File: src/rtl/hi_lo_muldiv_unit.sv
// hi_lo_muldiv_unit: iterative 32-cycle multiply/divide unit owning the HI/LO register pair.
module hi_lo_muldiv_unit #(
  parameter int DATA_WIDTH = 32
) (
  input  logic                  clk,
  input  logic                  reset_n,
  input  logic                  start,
  input  logic [5:0]            funct,
  input  logic [DATA_WIDTH-1:0] operand_a,
  input  logic [DATA_WIDTH-1:0] operand_b,
  output logic                  busy,
  output logic                  done,
  output logic [DATA_WIDTH-1:0] hi_out,
  output logic [DATA_WIDTH-1:0] lo_out
);
  localparam int W = DATA_WIDTH;
  localparam logic [5:0] F_MTHI = 6'b010001;
  localparam logic [5:0] F_MTLO = 6'b010011;
  typedef enum logic [1:0] {IDLE, RUN, FINISH} state_t;
  state_t state_q, state_d;
  logic [5:0] cnt_q, cnt_d;
  logic [W-1:0] hi_q, hi_d, lo_q, lo_d, acc_q, acc_d, sh_q, sh_d, m_q, m_d;
  logic div_q, div_d, negq_q, negq_d, negr_q, negr_d, done_q, done_d;
  logic md, sa, sb;
  logic [W-1:0] mag_a, mag_b, quo_c, rem_c, fin_hi, fin_lo;
  logic [W:0] mul_sum, div_sh, div_diff;
  logic [2*W-1:0] prod, prod_c;
  assign md       = funct[5:2] == 4'b0110;
  assign sa       = ~funct[0] & operand_a[W-1];
  assign sb       = ~funct[0] & operand_b[W-1];
  assign mag_a    = sa ? -operand_a : operand_a;
  assign mag_b    = sb ? -operand_b : operand_b;
  // acc holds the running high half (multiply) or partial remainder (divide); sh the low half / quotient
  assign mul_sum  = {1'b0, acc_q} + (sh_q[0] ? {1'b0, m_q} : '0);
  assign div_sh   = {acc_q, sh_q[W-1]};
  assign div_diff = div_sh - {1'b0, m_q};
  assign prod     = {acc_q, sh_q};
  assign prod_c   = negq_q ? -prod : prod;
  assign quo_c    = negq_q ? -sh_q : sh_q;
  assign rem_c    = negr_q ? -acc_q : acc_q;
  // divide-by-zero: remainder already equals the dividend, only the quotient needs forcing
  assign fin_hi   = div_q ? rem_c : prod_c[2*W-1:W];
  assign fin_lo   = div_q ? (m_q == '0 ? '1 : quo_c) : prod_c[W-1:0];
  always_comb begin
    state_d = state_q;
    cnt_d   = cnt_q;
    hi_d    = hi_q;
    lo_d    = lo_q;
    acc_d   = acc_q;
    sh_d    = sh_q;
    m_d     = m_q;
    div_d   = div_q;
    negq_d  = negq_q;
    negr_d  = negr_q;
    done_d  = 1'b0;
    unique case (state_q)
      IDLE: begin
        if (start && md) begin
          state_d = RUN;
          cnt_d   = '0;
          div_d   = funct[1];
          negq_d  = sa ^ sb;
          negr_d  = sa;
          acc_d   = '0;
          sh_d    = funct[1] ? mag_a : mag_b;
          m_d     = funct[1] ? mag_b : mag_a;
        end
        hi_d = (start && funct == F_MTHI) ? operand_a : hi_q;
        lo_d = (start && funct == F_MTLO) ? operand_a : lo_q;
      end
      RUN: begin
        cnt_d   = cnt_q + 6'd1;
        state_d = cnt_q == 6'd31 ? FINISH : RUN;
        acc_d   = div_q ? (div_diff[W] ? div_sh[W-1:0] : div_diff[W-1:0]) : mul_sum[W:1];
        sh_d    = div_q ? {sh_q[W-2:0], ~div_diff[W]} : {mul_sum[0], sh_q[W-1:1]};
      end
      FINISH: begin
        hi_d    = fin_hi;
        lo_d    = fin_lo;
        done_d  = 1'b1;
        state_d = IDLE;
      end
      default: state_d = IDLE;
    endcase
  end
  always_ff @(posedge clk or negedge reset_n) begin
    if (!reset_n) begin
      state_q <= IDLE;
      cnt_q   <= '0;
      hi_q    <= '0;
      lo_q    <= '0;
      acc_q   <= '0;
      sh_q    <= '0;
      m_q     <= '0;
      div_q   <= 1'b0;
      negq_q  <= 1'b0;
      negr_q  <= 1'b0;
      done_q  <= 1'b0;
    end else begin
      state_q <= state_d;
      cnt_q   <= cnt_d;
      hi_q    <= hi_d;
      lo_q    <= lo_d;
      acc_q   <= acc_d;
      sh_q    <= sh_d;
      m_q     <= m_d;
      div_q   <= div_d;
      negq_q  <= negq_d;
      negr_q  <= negr_d;
      done_q  <= done_d;
    end
  end
  assign busy   = state_q != IDLE;
  assign done   = done_q;
  assign hi_out = hi_q;
  assign lo_out = lo_q;
endmodule

File: config.mk
export PLATFORM = sky130hd
export DESIGN_NAME = hi_lo_muldiv_unit
export DESIGN_NICKNAME = d
export VERILOG_FILES = /design/src/rtl/hi_lo_muldiv_unit.sv
export SDC_FILE = /design/constraint.sdc
export NUM_CORES = 1
export LEC_CHECK = 0
export CAP_MARGIN = 25
export CORE_MARGIN = 3
export CORE_UTILIZATION = 55
export CTS_BUF_LIST = sky130_fd_sc_hd__clkbuf_8 sky130_fd_sc_hd__clkbuf_16
export CTS_CLUSTER_DIAMETER = 30
export DETAILED_ROUTE_END_ITERATION = 10
export GPL_TIMING_DRIVEN = 0
export MAX_ROUTING_LAYER = met4
export PLACE_DENSITY = 0.8
export SLEW_MARGIN = 20
export SYNTH_ARGS = -nofsm -noshare
export SYNTH_HDL_FRONTEND = slang
export SYNTH_SLANG_ARGS = --single-unit
export TNS_END_PERCENT = 1
File: constraint.sdc
create_clock -name clk -period 6.37 [get_ports clk]
set_input_delay 0.9555 -clock clk [delete_from_list [all_inputs] [get_ports clk]]
set_output_delay 0.9555 -clock clk [all_outputs]
set_load 0.02 [all_outputs]
* Yosys cells after proc, flatten, opt, wreduce, memory -nomap -nowiden
Cells that the tools add are included.
** Cells by class
- Multiplexer cells :: 28
- Add/subtract/negate cells :: 8
- Reduce and logical (&&, ||, !) cells :: 12
- Bitwise operators :: 5
- Equality and inequality tests :: 9
** Operator list (count)
- 2-to-1 mux 32 bit :: 17
- one-hot mux 32 bit (2 select lines) :: 4
- negation 32 bit :: 4
- 2-to-1 mux 64 bit :: 1
- negation 64 bit :: 1
- adder 32 x 32 -> 33 bit :: 1
- subtractor 33 x 32 -> 33 bit :: 1
- zero test 32 bit :: 1
- equality test 6 x 5 -> 1 bit, second input constant :: 3
- one-hot mux 6 bit (2 select lines) :: 1
- AND reduction 2 bit :: 4
- adder 6 x 1 -> 6 bit, second input constant :: 1
- 2-to-1 mux 6 bit :: 1
- != test 2 bit, second input constant :: 3
- nonzero test 2 bit :: 3
- equality test 4 x 3 -> 1 bit, second input constant :: 1
- 2-to-1 mux 2 bit :: 2
- one-hot mux 2 bit (2 select lines) :: 1
- logical AND 1 bit :: 3
- AND 1 bit :: 2
- equality test 2 x 1 -> 1 bit, second input constant :: 1
- equality test 2 bit, second input constant :: 1
- zero test 2 bit :: 1
- NOT 1 bit :: 2
- other kinds (2) :: 2
** Word-level totals
- Bits of input ports :: 73
- Bits in registers :: 172

* Longest topological paths before layout
Gate-level depths: netlist (run 1).
- Depth after elaboration :: 6
- Depth in mapped cells :: 14
- Depth with buffers taken out :: 13

* Least setup slack after synthesis (run 1)
No wires, ideal clock.
- Path kind :: flip-flop to flip-flop
- Start :: register sh_q[31]
- End :: register acc_q[22]
- Arrival :: 3.451 ns
- Setup slack :: 2.783 ns
- Cell stages (with the launch flop) :: 14
- Buffers on the path :: 1
- Cells stage by stage :: dfrtp_1 > inv_1 > ha_1 > fa_1 > nand2b_1 > a21oi_1 > o21ai_0 > o21ai_1 > a21oi_1 > mux2_2 > nor2_1 > buf_2 > mux2i_1 > o211ai_1
** On the way
- Cells in the longest elaborated chain, start to end :: 4
** Ends and longest elaborated chain
- from (decl) :: line 22 : logic [W-1:0] hi_q, hi_d, lo_q, lo_d, acc_q, acc_d, sh_q, sh_d, m_q, m_d;
- from (signal assigned) :: line 93 : sh_q <= '0;
- from (signal assigned) :: line 105 : sh_q <= sh_d;
- subtractor 33 x 32 -> 33 bit :: line 36 : assign div_diff = div_sh - {1'b0, m_q};
- 2-to-1 mux 32 bit (2 in series) :: line 74 : acc_d = div_q ? (div_diff[W] ? div_sh[W-1:0] : div_diff[W-1:0]) : mul_sum[W:1];
- one-hot mux 32 bit (2 select lines) :: line 56 : unique case (state_q)
- to (signal assigned) :: line 92 : acc_q <= '0;
- to (signal assigned) :: line 104 : acc_q <= acc_d;
- to (decl) :: line 22
No other way between the ends.
A chain may end at the register's enable or synchronous reset.

* Worst setup path in the final report (run 1)
- Start :: register sh_q[31]
- End :: register acc_q[14]
The elaborated chain is that of the path after synthesis.

==> run metrics, run 1 <==
Setup Crit Path Kind flop to flop; Max Fclk 197 MHz; post-synthesis adder-cell area fraction 5.95%; Post-DP HPWL 49300 µm; Final setup viols 0; Hold WS 515 ps; Final Core Density 65.1%; PortBufs 134; CTS Hold Bufs 0; Crit. End Element flop; top post-synthesis cells by area dfrtp_1, nand2_1, ha_1; worst-margin pin slew 1050 ps; Synth Area in Compound Gates 25.5%; maximum clock path buffer count 2; Inserted Diodes 0; CP Cell Sequence inv_1 -> ha_1 -> fa_1 -> nand2b_1 -> a21oi_1 -> o21ai_0 -> o21ai_1 -> a21oi_1 -> mux2_2 -> nor2_1 -> buf_2 -> mux2i_1 -> a22oi_1; #FFs+latches synth 172; die area 29600 µm²; GP Congestion 1.09; synthesized cell area 15200 µm²; outcome completed; clk sinks 172; largest family of logic cells by synthesized area compound AO/OA/AOI/OAI gates; Post-Syn Area per Cell 7.77 µm²; root buffer selected by CTS clkbuf_16; DP Worst Slack 1480 ps; Worst Setup Start Kind flop; DR iter-0 viols 2542; CTS tree built; number of synthesized flops with an enable pin 0; critical path's top delay family compound AO/OA/AOI/OAI gates; Hold Path Class input port to asynchronous set/reset pin; antenna viol nets, final 0; asr flop ratio synth 100%; layout cells sized above 1 3.25%; largest net degree at the start of global routing 90; P_leak 7.40 nW; Synthesized Nets 2098; Initial Util 56.2%; nets 2253; # Max-Cap Violations 0; Synth Warn # 0; drt total wl 62400 µm; io pins 139; worst path bufs/invs 2; slowest stage delay, CP 640 ps; Peak VDD IR 0.348 mV; CTS clk-pin slew, worst paths 80 ps; residual DRC count 0; setup TNS 0 ps; DR pass1 iterations 7; top_reg_cell synth dfrtp_1; Clock Latency Late Sink 460 ps; core area 27000 µm²; wire per inst 25.3 µm; synthesized instance count 1954; H-tree depth 4; first-pass GRT wire length 92900 µm; Synth cell types 73; Max Slew Vio Count 0; Post-CTS Setup Bufs 0; Die Y 172 µm; setup repair after global routing missed its margin false; Area Growth Syn to Fin 15.9%; die width 172 µm; WP data arrival 5370 ps; minimum clock period 5070 ps; setup ws final 1300 ps; commonest non-fill, non-tap cell in the layout nand2_1; total congestion overflow 0; Final Hold Fails 0; Via Count 16800; post-synthesis sequential area ratio 28.4%; worst relative slew slack 30.0%; most frequent cells in the layout nand2_1, nor2_1, dfrtp_1; pwr/cell area 477 nW/µm²; Post-Synth XOR/XNOR Area 9.75%; row cnt 60; initial antenna violation count 0; Via density 6.82; multiplexer area fraction after synthesis 5.42%; critical path's slowest cell nor2_1; GRT Total Usage 42.5%; Post-Synth Simple-Gate Area 20.4%; cell mode on critical path a21oi_1; vias in the first global route 15600; Synth top area share 28.4%; Max Fanout on Critical Path 10; Clock Skews 14.0 ps; DP Cell Count 2430; CTS Buf Count 17; Data required, critical path 6670 ps; top cell type by total area after synthesis dfrtp_1; period utilisation layout 79.6%; CTS-repair resized insts 0; Finished Layout Cells 2462
layer usage:
| layer | global-route usage, % | vias to the layer above | share of wire, % |
|---|---|---|---|
| met5 | - | - | 0 |
| met4 | 17.8 | 0 | 4.8 |
| met3 | 11.3 | 224 | 13 |
| met2 | 59.8 | 1172 | 42 |
| met1 | 58.0 | 7995 | 40 |
| li1 | - | 7395 | - |
where the power goes:
group / leakage [nW] / internal, mW / switching, mW
Sequential: 2.03 / 1.50 / 0.695
Clock: 0.287 / 0.595 / 0.536
Combinational: 5.08 / 2.01 / 3.06
sequential cells by signal, summed over array words and instances, names as in the netlist:
signal / count
lo_out: 32
hi_out: 32
negq_q: 1
state_q: 2
acc_q: 32
done: 1
cnt_q: 6
m_q: 32
div_q: 1
negr_q: 1
sh_q: 32
worst register-to-register path: stages (launching register included):
cell      delay (ps)
dfrtp_1          430
inv_1            120
ha_1             250
fa_1             380
nand2b_1         240
a21oi_1          280
o21ai_0          270
o21ai_1          570
a21oi_1          300
mux2_2           500
nor2_1           640
buf_2            490
mux2i_1          360
a22oi_1          110
final cells by class:
cell class,count,area (µm²)
well taps,341,427
clock inverters,14,174
multi-input cells,1599,10200
clock buffers,17,425
repair buffers,136,1380
flip-flops and latches,172,4300
inverters,62,233
fillers,2336,9440
plain buffers,121,475
cells in the mapped netlist, types with 6 or more instances:
library cell / instances
o211ai_1: 29
o21a_1: 9
o21ai_0: 150
nand2b_1: 14
or3_1: 21
nor3_1: 44
nor4_1: 23
dfrtp_1: 172
a31oi_1: 58
nand3_1: 33
nand2_1: 234
o41ai_1: 10
a21oi_1: 151
or2_2: 16
mux2i_1: 81
buf_1: 10
o21bai_1: 9
nor2b_1: 12
a22oi_1: 41
nand4_1: 15
o31a_1: 6
or4_1: 13
inv_1: 62
clkbuf_1: 104
a21o_1: 35
and2_1: 10
xor2_1: 90
and3_1: 22
nor2_1: 182
xnor2_1: 79
a211oi_1: 49
o31ai_1: 20
ha_1: 69
stage by stage:
stage | total power [mW] | instance area [µm²]
6_report | 8.40 | 17600
5_1_grt | 8.82 | 17600
4_1_cts | 8.18 | 17600
3_5_place_dp | 7.05 | 17000
3_3_place_gp | 6.99 | 16900
2_1_floorplan | 5.26 | 15200
cells by family after synthesis:
family          after synthesis
compound gates              615
xor+xnor                    169
buf+inv                     183
mux                          82
fa+ha+maj                    71
simple gates                662
flops                       172
worst paths after layout:
kind,start,endpoint,slack (ps),depth (start not counted)
setup / recovery,sh_q[31],acc_q[14],1300,13
hold / removal,reset_n,hi_out[8],520,1
setup reg to reg,sh_q[31],acc_q[14],1300,13
hold reg to reg,m_q[19],m_q[19],520,2
max in group asynchronous,reset_n,m_q[9],4930,2
min in group clk,m_q[19],m_q[19],520,2
(Power assumes the default switching activity.)
==> run 2, diff against run 1 <==
--- a/config.mk
+++ b/config.mk
@@ -7,13 +7,13 @@
 export LEC_CHECK = 0
 export CAP_MARGIN = 25
 export CORE_MARGIN = 3
-export CORE_UTILIZATION = 55
+export CORE_UTILIZATION = 54
 export CTS_BUF_LIST = sky130_fd_sc_hd__clkbuf_8 sky130_fd_sc_hd__clkbuf_16
 export CTS_CLUSTER_DIAMETER = 30
 export DETAILED_ROUTE_END_ITERATION = 10
 export GPL_TIMING_DRIVEN = 0
 export MAX_ROUTING_LAYER = met4
-export PLACE_DENSITY = 0.8
+export PLACE_DENSITY = 0.82
 export SLEW_MARGIN = 20
 export SYNTH_ARGS = -nofsm -noshare
 export SYNTH_HDL_FRONTEND = slang
==> constraint.sdc (replaced) <==
create_clock -name clk -period 4.2 [get_ports clk]
set_input_delay 0.63 -clock clk [delete_from_list [all_inputs] [get_ports clk]]
set_output_delay 0.63 -clock clk [all_outputs]
set_load 0.02 [all_outputs]
==> run metrics, run 2 (synthesis gave the netlist of run 1 again) <==
Hold WS 201 ps (-314 ps); GRT Total Usage 40.0% (-2.6 points); residual DRC count 2 (+2); GRT met2 Usage 58.1% (-1.7 points); Clock Skews 13.4 ps (-0.535 ps); total congestion overflow 0 (unchanged); dpl cell area 17000 µm² (+0.23%); Post-DP HPWL 47600 µm (-3.5%); H-tree depth 4 (unchanged); critical path's slowest cell dfrtp_1; DR iter-0 viols 2608 (+2.6%); worst-margin pin slew 977 ps (-73.3 ps); post-route cell area 17700 µm² (+0.87%); met1 GRT Util 52.8% (-5.2 points); setup repair after global routing missed its margin false; Via Count 16700 (-0.62%); GP Congestion 1.06 (-2.6%); CP Cell Sequence inv_1 -> ha_1 -> fa_1 -> nand2b_1 -> a21oi_2 -> o21ai_0 -> o21ai_2 -> a21oi_2 -> mux2_2 -> nor2_4 -> buf_4 -> mux2i_1 -> o21ai_0; violated checks design-rule violations; most frequent cells in the layout nand2_1, nor2_1, dfrtp_1; maximum clock path buffer count 2 (unchanged); antenna viol nets, final 0 (unchanged); Peak VDD IR 0.335 mV (-3.6%); pwr/cell area 717 nW/µm² (+50%); row cnt 60 (unchanged); CTS tree built; PortBufs 134 (unchanged); WP data arrival 4300 ps (-1070 ps); worst path bufs/invs 2 (unchanged); critical path's top delay family compound AO/OA/AOI/OAI gates; die width 174 µm (+0.89%); Final Hold Fails 0 (unchanged); Fill cells 2436 (+4.3%); commonest non-fill, non-tap cell in the layout nand2_1; Hold Path Class input port to asynchronous set/reset pin; Area Growth Syn to Fin 16.9%; P_leak 7.45 nW (+0.66%); DR pass1 iterations 10 (+3); Max Fanout on Critical Path 10 (unchanged); first-pass GRT wire length 91400 µm (-1.7%); drt total wl 60700 µm (-2.7%); nets 2255 (+0.089%); layout cells sized above 1 3.91% (+0.65 points); clk sinks 172 (unchanged); busiest layer in global routing met2; # Max-Cap Violations 0 (unchanged); period utilisation layout 95.6% (+16 points); setup TNS 0 ps (unchanged); core area 27300 µm² (+1.1%); Final setup viols 0 (unchanged); total power 12.7 mW (+52%); CTS Buf Count 17 (unchanged); worst relative slew slack 34.8% (+4.9 points); largest net degree at the start of global routing 89 (-1.1%); io pins 139 (unchanged); Data required, critical path 4490 ps (-2180 ps); Worst Setup Start Kind flop; Final Core Density 64.9% (-0.15 points); Max Fclk 249 MHz (+26%); Clock Latency Late Sink 460 ps (about the same); Crit. End Element flop; Max Slew Vio Count 0 (unchanged); minimum clock period 4010 ps (-1060 ps); wire per inst 24.3 µm (-4.1%); Initial Util 55.5% (-0.62 points); met3 Track Usage GR 11.0% (-0.28 points); slowest stage delay, CP 480 ps (-160 ps); Setup Crit Path Kind flop to flop; CTS clk-pin slew, worst paths 80 ps (about the same); initial antenna violation count 0 (unchanged); Via density 6.68 (-2.0%); Die Y 174 µm (+0.89%); die area 30200 µm² (+1.8%); outcome finished, violations left; vias in the first global route 15400 (-1.3%); CTS Hold Bufs 0 (unchanged); root buffer selected by CTS clkbuf_16
[run 2: cell count changes in the layout (fill, tap and decap cells not counted), moves of 2 or more]
cell,previous run,this run
clkbuf_1,104,102
clkinvlp_4,3,0
clkbuf_2,1,3
buf_2,5,3
clkinv_8,0,3
a21oi_1,151,149
buf_4,0,4
a21oi_2,0,2
inv_8,5,3
[run 2: path summary, 6_finish.rpt]
| kind | start | endpoint | slack [ps] | depth (start not counted) |
|---|---|---|---|---|
| max in group asynchronous | reset_n | cnt_q[2] | 3100 | 2 |
| min in group clk | cnt_q[5] | cnt_q[5] | 490 | 1 |
| max reg2reg | sh_q[31] | acc_q[15] | 190 | 13 |
| max | sh_q[31] | acc_q[15] | 190 | 13 |
| min reg2reg | cnt_q[5] | cnt_q[5] | 490 | 1 |
| min | reset_n | hi_out[9] | 200 | 1 |
[run 2: timing repair]
item,in CTS,in global routing
resized for setup,7,8
setup endpoints to repair,28,24
buffers inserted,0,2
pin swaps,0,1
[run 2: layout make-up]
| cell class | count | area [µm²] | area share, % |
|---|---|---|---|
| Inverter | 62 | 233 | 1.31 |
| Multi-Input combinational cell | 1599 | 10200 | 57.5 |
| Antenna cell | 1 | 2.50 | 0.0141 |
| Sequential cell | 172 | 4310 | 24.3 |
| Timing Repair Buffer | 138 | 1390 | 7.86 |
| Clock inverter | 15 | 225 | 1.27 |
| Clock buffer | 17 | 425 | 2.40 |
| Tap cell | 372 | 465 | 2.62 |
| Buffer | 121 | 483 | 2.72 |
[run 2: metal layers]
layer	vias to the layer above	part of all wire [%]
li1	7421	-
met1	7821	39
met2	1222	43
met3	218	13
met4	0	4.4
met5	-	0
[run 2: where the power goes]
group | switching, mW | total [mW] | internal (mW)
Combinational | 4.56 | 7.66 | 3.10
Clock | 0.829 | 1.80 | 0.976
Sequential | 0.983 | 3.26 | 2.28
[run 2: through the flow]
step / worst slack [ps] / std cells
detailed placement: -605 / 2461
finish: 187 / 2497
global route: 36.4 / 2496
CTS: 56.7 / 2493
floorplan: 613 / 1954
global placement: -4680 / 2460
